[src/rtl/reg_file_pkg.sv]
// Shared types and helpers for the multi-write, multi-read register file.
// Write requests are carried in a fixed-width struct and narrowed at use.
package reg_file_pkg;

    localparam int DefDataWidth  = 32;
    localparam int DefNumRegs    = 32;
    localparam int DefNumWrPorts = 2;
    localparam int DefNumRdPorts = 2;

    localparam int MaxAddrW = 16;
    localparam int MaxDataW = 64;
    localparam int MaxPorts = 32;

    typedef struct packed {
        logic                en;
        logic [MaxAddrW-1:0] addr;
        logic [MaxDataW-1:0] data;
    } wr_req_t;

    // Highest set bit wins; -1 when nothing hits.
    function automatic int win_port(input logic [MaxPorts-1:0] hits);
        win_port = -1;
        for (int p = 0; p < MaxPorts; p++) begin
            if (hits[p]) win_port = p;
        end
    endfunction

endpackage

[src/rtl/reg_file_mwmr_if.sv]
// Write/read bus of the register file, including the synchronous clear.
// The master drives writes and read addresses; the slave returns data.
interface reg_file_mwmr_if #(
    parameter int DataWidth  = 32,
    parameter int NumRegs    = 32,
    parameter int NumWrPorts = 2,
    parameter int NumRdPorts = 2
);
    localparam int NumRegsWidth = $clog2(NumRegs);

    logic                                     clr_i;
    logic [NumWrPorts-1:0]                    wr_en_i;
    logic [NumWrPorts-1:0][NumRegsWidth-1:0]  wr_addr_i;
    logic [NumWrPorts-1:0][DataWidth-1:0]     wr_data_i;
    logic [NumRdPorts-1:0][NumRegsWidth-1:0]  rd_addr_i;
    logic [NumRdPorts-1:0][DataWidth-1:0]     rd_data_o;
    logic [NumRdPorts-1:0]                    rd_valid_o;
    logic [NumRegs-1:0]                       valid_o;

    modport master (
        output clr_i, wr_en_i, wr_addr_i, wr_data_i, rd_addr_i,
        input  rd_data_o, rd_valid_o, valid_o
    );

    modport slave (
        input  clr_i, wr_en_i, wr_addr_i, wr_data_i, rd_addr_i,
        output rd_data_o, rd_valid_o, valid_o
    );

endinterface

[src/rtl/reg_file_wr_sel.sv]
// Per-register priority select over the write ports.
// The highest-indexed enabled port addressing a register wins.
module reg_file_wr_sel
    import reg_file_pkg::*;
#(
    parameter int DataWidth  = DefDataWidth,
    parameter int NumRegs    = DefNumRegs,
    parameter int NumWrPorts = DefNumWrPorts
) (
    input  wr_req_t                           req [NumWrPorts],
    output logic [NumRegs-1:0]                we,
    output logic [NumRegs-1:0][DataWidth-1:0] wdata
);

    always_comb begin : sel
        logic [MaxPorts-1:0] hits;
        int                  w;
        we    = '0;
        wdata = '0;
        for (int r = 0; r < NumRegs; r++) begin
            hits = '0;
            for (int p = 0; p < NumWrPorts; p++) begin
                hits[p] = req[p].en && (req[p].addr == MaxAddrW'(r));
            end
            w = win_port(hits);
            we[r] = (w >= 0);
            for (int p = 0; p < NumWrPorts; p++) begin
                if (p == w) wdata[r] = req[p].data[DataWidth-1:0];
            end
        end
    end

endmodule

[src/rtl/reg_file_mwmr.sv]
// Multi-write, multi-read register file with valid tracking.
// Same-cycle write-to-read forwarding under REG_FILE_WR_BYPASS_EN.
module reg_file_mwmr
    import reg_file_pkg::*;
#(
    parameter int DataWidth  = DefDataWidth,
    parameter int NumRegs    = DefNumRegs,
    parameter int NumWrPorts = DefNumWrPorts,
    parameter int NumRdPorts = DefNumRdPorts,
    parameter int RegRead    = 0
) (
    input logic            clk_i,
    input logic            rst_ni,
    reg_file_mwmr_if.slave bus
);

    localparam int NumRegsWidth = $clog2(NumRegs);

    logic [NumRegs-1:0][DataWidth-1:0]    regs;
    logic [NumRegs-1:0]                   vld;
    logic [NumRegs-1:0]                   we;
    logic [NumRegs-1:0][DataWidth-1:0]    wdata;
    logic [NumRdPorts-1:0][DataWidth-1:0] rd_d;
    logic [NumRdPorts-1:0]                rd_v;
    wr_req_t                              req [NumWrPorts];

    // Out-of-range write addresses are dropped here, before selection.
    always_comb begin
        for (int p = 0; p < NumWrPorts; p++) begin
            req[p].en   = bus.wr_en_i[p] &&
                          (int'(bus.wr_addr_i[p]) < NumRegs);
            req[p].addr = MaxAddrW'(bus.wr_addr_i[p]);
            req[p].data = MaxDataW'(bus.wr_data_i[p]);
        end
    end

    reg_file_wr_sel #(
        .DataWidth  (DataWidth),
        .NumRegs    (NumRegs),
        .NumWrPorts (NumWrPorts)
    ) u_wr_sel (
        .req   (req),
        .we    (we),
        .wdata (wdata)
    );

    always_ff @(posedge clk_i or negedge rst_ni) begin
        if (!rst_ni) begin
            regs <= '0;
            vld  <= '0;
        end else if (bus.clr_i) begin
            regs <= '0;
            vld  <= '0;
        end else begin
            for (int r = 0; r < NumRegs; r++) begin
                if (we[r]) begin
                    regs[r] <= wdata[r];
                    vld[r]  <= 1'b1;
                end
            end
        end
    end

    always_comb begin : rd
        logic [NumRegsWidth-1:0] a;
`ifdef REG_FILE_WR_BYPASS_EN
        logic [MaxPorts-1:0]     hits;
        int                      w;
`endif
        rd_d = '0;
        rd_v = '0;
        for (int q = 0; q < NumRdPorts; q++) begin
            a = bus.rd_addr_i[q];
            if (int'(a) < NumRegs) begin
                rd_d[q] = regs[a];
                rd_v[q] = vld[a];
            end
`ifdef REG_FILE_WR_BYPASS_EN
            hits = '0;
            for (int p = 0; p < NumWrPorts; p++) begin
                hits[p] = req[p].en && (req[p].addr == MaxAddrW'(a));
            end
            w = win_port(hits);
            for (int p = 0; p < NumWrPorts; p++) begin
                if (p == w && !bus.clr_i) begin
                    rd_d[q] = req[p].data[DataWidth-1:0];
                    rd_v[q] = 1'b1;
                end
            end
`endif
        end
    end

    assign bus.valid_o = vld;

    if (RegRead != 0) begin : g_reg_rd
        always_ff @(posedge clk_i or negedge rst_ni) begin
            if (!rst_ni) begin
                bus.rd_data_o  <= '0;
                bus.rd_valid_o <= '0;
            end else if (bus.clr_i) begin
                bus.rd_data_o  <= '0;
                bus.rd_valid_o <= '0;
            end else begin
                bus.rd_data_o  <= rd_d;
                bus.rd_valid_o <= rd_v;
            end
        end
    end else begin : g_comb_rd
        assign bus.rd_data_o  = rd_d;
        assign bus.rd_valid_o = rd_v;
    end

endmodule
[src/flat_wrapper.sv]
// flat-port wrapper written by rule: the top's interface ports become plain ports
module reg_file_mwmr_flat import reg_file_pkg::*;
#(
    parameter int DataWidth  = DefDataWidth,
    parameter int NumRegs    = DefNumRegs,
    parameter int NumWrPorts = DefNumWrPorts,
    parameter int NumRdPorts = DefNumRdPorts,
    parameter int RegRead    = 0
)
  (clk_i, rst_ni, bus_clr_i, bus_wr_en_i, bus_wr_addr_i, bus_wr_data_i, bus_rd_addr_i, bus_rd_data_o, bus_rd_valid_o, bus_valid_o);
  reg_file_mwmr_if #(.DataWidth(DataWidth), .NumRegs(NumRegs), .NumWrPorts(NumWrPorts), .NumRdPorts(NumRdPorts)) bus_i ();
  input logic clk_i;
  input logic rst_ni;
  input wire logic [$bits(bus_i.clr_i)-1:0] bus_clr_i;
  input wire logic [$bits(bus_i.wr_en_i)-1:0] bus_wr_en_i;
  input wire logic [$bits(bus_i.wr_addr_i)-1:0] bus_wr_addr_i;
  input wire logic [$bits(bus_i.wr_data_i)-1:0] bus_wr_data_i;
  input wire logic [$bits(bus_i.rd_addr_i)-1:0] bus_rd_addr_i;
  output wire logic [$bits(bus_i.rd_data_o)-1:0] bus_rd_data_o;
  output wire logic [$bits(bus_i.rd_valid_o)-1:0] bus_rd_valid_o;
  output wire logic [$bits(bus_i.valid_o)-1:0] bus_valid_o;
  assign bus_i.clr_i = bus_clr_i;
  assign bus_i.wr_en_i = bus_wr_en_i;
  assign bus_i.wr_addr_i = bus_wr_addr_i;
  assign bus_i.wr_data_i = bus_wr_data_i;
  assign bus_i.rd_addr_i = bus_rd_addr_i;
  assign bus_rd_data_o = bus_i.rd_data_o;
  assign bus_rd_valid_o = bus_i.rd_valid_o;
  assign bus_valid_o = bus_i.valid_o;
  reg_file_mwmr #(.DataWidth(DataWidth), .NumRegs(NumRegs), .NumWrPorts(NumWrPorts), .NumRdPorts(NumRdPorts), .RegRead(RegRead)) u_core (.clk_i(clk_i), .rst_ni(rst_ni), .bus(bus_i));
endmodule
[config.mk]
export PLATFORM = sky130hd
export DESIGN_NAME = reg_file_mwmr_flat
export DESIGN_NICKNAME = d
export VERILOG_FILES = /design/src/rtl/reg_file_pkg.sv /design/src/rtl/reg_file_mwmr_if.sv /design/src/rtl/reg_file_wr_sel.sv /design/src/rtl/reg_file_mwmr.sv /design/src/flat_wrapper.sv
export SDC_FILE = /design/constraint.sdc
export NUM_CORES = 2
export LEC_CHECK = 0
export CAP_MARGIN = 5
export CELL_PAD_IN_SITES_DETAIL_PLACEMENT = 0
export CELL_PAD_IN_SITES_GLOBAL_PLACEMENT = 1
export CORE_MARGIN = 2
export CORE_UTILIZATION = 25
export DETAILED_ROUTE_END_ITERATION = 10
export PLACE_DENSITY_LB_ADDON = 0.1
export SLEW_MARGIN = 20
export SYNTH_ARGS = -nofsm -noshare
export SYNTH_HDL_FRONTEND = slang
export SYNTH_SLANG_ARGS = --single-unit
[constraint.sdc]
create_clock -name clk_i -period 6.3 [get_ports clk_i]
set_input_delay 0.945 -clock clk_i [delete_from_list [all_inputs] [get_ports clk_i]]
set_output_delay 0.945 -clock clk_i [all_outputs]
set_load 0.1 [all_outputs]
==> impl_metrics.csv <==
group,metric,value,unit
status,status,"finished, final reports clean",
synthesis,ys_warn_count,0,
pwr,ir_drop,155,uV
clocking,clk_pin_slew_worst_paths,0.06,ns
grt,grt_antenna_before_repair,23,
clocking,cts_buffers,155,
setup_path,required,5.35,ns
placed_design,placed_area,75700,um^2
route,drt-initial-drc-count,6458,
timing,rsz0062_at_grt,"no",
synthesis,async_flop_share,100,%
timing,skew,0,ns
setup_path,end_kind,"output pin",
route,wire_per_inst,34.9,um
grt,grt-ovfl-total,0,
synthesis,synth_area_leaders,"dfrtp_1 (38%), mux2i_1 (25%), a211oi_1 (7.6%), nor2_1 (5.6%), a311oi_1 (4.0%)",
clocking,clock_latency,0.84,ns
finish,final_util,28.9,%
route,vias_per_cell,5.72,
floorplan,num_rows,194,
route,wl,391,mm
route,remaining_drc_errors,0,
placed_design,io_buffers,186,
floorplan,core_area,279000,um^2
finish,area_growth,15.3,%
clocking,numClockSinks,1056,
timing,hold_viol_final,0,
setup_path,startpoint_type,"primary input",
synthesis,ys_seq_elements,1056,
floorplan,die_h,533,um
pwr,leakage,33.7,nW
timing,fin_crit_sh,85.9,%
timing,setup_viol,0,
setup_path,cp_data_arrival_time,4.47,ns
finish,design_area,80700,um^2
floorplan,die_width,533,um
worst_hold_path,worst_hold_path_type,"in2async",
synthesis,ys_seq_area_share,37.8,%
placed_design,dp.cells,10953,
floorplan,start_util,25.1,%
setup_path,critical_path.max_fanout,65,
grt,grt_max_degree,164,
clocking,cts_tree,"built",
timing,finalSetupTns,0,ns
clocking,post_cts_buffers,0,
floorplan,io_pins,187,
timing,fmax,185,MHz
finish,drive_gt1_share,9.17,%
clocking,cts_root_buf,"clkbuf_16",
setup_path,critical_path_class,"in2out",
timing,slew_violations,0,
finish,n_fill_cell,29065,
synthesis,syn_avg_cell_area,9.07,um^2
floorplan,dieArea,284000,um^2
placed_design,gp_congestion,0.806,
flow_run,maxCapViolCount,0,
route,ant_nets,0,
route,firstDrtPassIters,6,
synthesis,syn_inst,7711,
grt,grt_pass1_vias,63194,
placed_design,dp_hpwl,232,mm
synthesis,synth-edff-count,0,
clocking,cts_resized,0,
clocking,cts_hold_buf,0,
clocking,cts.path.max_buffers,4,
synthesis,synth_top_area_share,37.8,%
timing,relSlewSlack,20.9,%
timing,worst_pin_slew,1.19,ns
grt,grt_pass1_wl,546,mm
grt,track_usage,26.7,%
route,vias,64140,
synthesis,synth_cell_types,37,
synthesis,yosysTopAreaCell,"dfrtp_1",
pwr,powerDensity,236,nW/um^2
finish,nets,7475,
synthesis,synth_area,69900,um^2
finish,instances_no_fill,11220,
synthesis,syn_nets,7800,
clocking,htree_levels,4,
timing,fin_crit,5.41,ns
synthesis,ys.flop_type,"dfrtp_1",
cell families (layout without fill, tap and decap cells):
| kind of cell | count (synthesis) | count (layout) | share of synthesized area [%] |
|---|---|---|---|
| compound gates | 1659 | 1659 | 17.7 |
| other cells | 0 | 7 | 0 |
| mux | 1754 | 1754 | 25.1 |
| simple gates | 2260 | 2260 | 13.5 |
| flops | 1056 | 1056 | 37.8 |
| buf+inv | 982 | 760 | 5.92 |
worst max-delay path, stage by stage:
cell and delay, ns:
clkdlybuf4s50_1 0.73, nor2b_4 0.30, buf_12 0.44, a22o_1 0.22, nor3_1 0.06, a31oi_1 0.81
nand3_1 0.52, buf_4 0.40
layout make-up:
class                           count  area (um^2)  share of cell area (%)
Tap cell                         3724         4660                    5.78
Multi-Input combinational cell   5673        39800                    49.4
Sequential cell                  1056        26400                    32.8
Inverter                           12         45.0                  0.0558
Antenna cell                        7         17.5                  0.0217
Clock inverter                     31          342                   0.423
Timing Repair Buffer              488         4760                    5.90
Clock buffer                      229         4560                    5.66
stage by stage:
step | hold WS, ns | worst slack [ns] | power [W]
global route | 0.186 | 0.980 | 0.0196
global placement | 0.555 | 1.07 | 0.0102
floorplan | 0.538 | 2.30 | 0.00884
CTS | 0.174 | 1.06 | 0.0192
finish | 0.144 | 0.885 | 0.0190
detailed placement | 0.557 | 1.07 | 0.0102
cell usage in the layout, fill, tap and decap left out, types with 2 or more instances in the layout:
cell type        instances
a211oi_1               711
a21oi_1                216
a22o_1                 128
a22oi_1                200
a311oi_1               320
a31oi_1                 78
and2_4                   2
and3_1                   2
buf_12                  63
buf_2                    2
buf_4                  305
buf_8                    4
bufinv_16                7
clkbuf_1                39
clkbuf_16              160
clkbuf_8                30
clkdlybuf4s50_1        114
clkinv_2                23
dfrtp_1               1056
diode_2                  7
inv_1                   12
mux2i_1               1754
nand2_1                525
nand2_2                  9
nand2_4                 35
nand2b_1                 5
nand2b_2                 4
nand3_1                520
nand4_1                  3
nor2_1                1047
nor2_4                  16
nor2b_2                  2
nor2b_4                  7
nor3_1                  65
nor3_2                   2
nor3_4                   4
nor4_4                   2
o211ai_1                 6
or2_2                    2
or4_4                    2
power by group:
part	internal (W)	switching, W	total [W]
sequential	0.00691	0.000115	0.00703
combinational	0.000777	0.00233	0.00310
clock	0.00526	0.00366	0.00892
total	0.0129	0.00610	0.0190
worst paths after layout:
check,startpoint,to,slack (ns),cells after the start
worst max-delay path,bus_rd_addr_i[7],bus_rd_data_o[54],0.89,8
worst min register to register,u_core.regs[32],u_core.regs[32],0.57,2
worst max register to register,u_core.bus.valid_o[11],u_core.bus.valid_o[11],5.32,2
worst min-delay path,rst_ni,u_core.regs[864],0.14,1
max in group asynchronous,rst_ni,u_core.regs[89],4.55,2
min in group clk_i,u_core.regs[32],u_core.regs[32],0.57,2
state kept, by name (all words and copies together) (netlist names):
name                count
u_core.regs          1024
u_core.bus.valid_o     32
Yosys cell counts (2+ instances only):
cell type and instances:
buf_2 160, buf_12 2, a211oi_1 711, nor3_4 3, dfrtp_1 1056, buf_4 34, nand3_1 520, or4_1 2
nand2_1 569, and2_1 3, a31oi_1 78, a22oi_1 200, nor2_2 11, nor4_4 2, buf_1 52, nand4_1 3
mux2i_1 1754, clkbuf_1 710, nor3_1 66, a21oi_1 216, inv_1 12, and3_1 2, o211ai_1 6, nand2b_1 9
nor2b_1 9, a311oi_1 320, or2_2 2, nor2_1 1052, nor3_2 2, buf_6 11, a22o_1 128
metal layers:
| metal | part of all wire (%) | track usage [%] | vias up | routed length [um] |
|---|---|---|---|---|
| met2 | 45 | 41.3 | 2337 | 174000 |
| met3 | 5.5 | 3.60 | 393 | 21600 |
| met1 | 48 | 39.2 | 33633 | 187000 |
| li1 | - | - | 27763 | - |
| met4 | 2.2 | 6.01 | 14 | 8690 |
| met5 | 0.023 | 0 | - | 90 |
(Power assumes the default switching activity.)
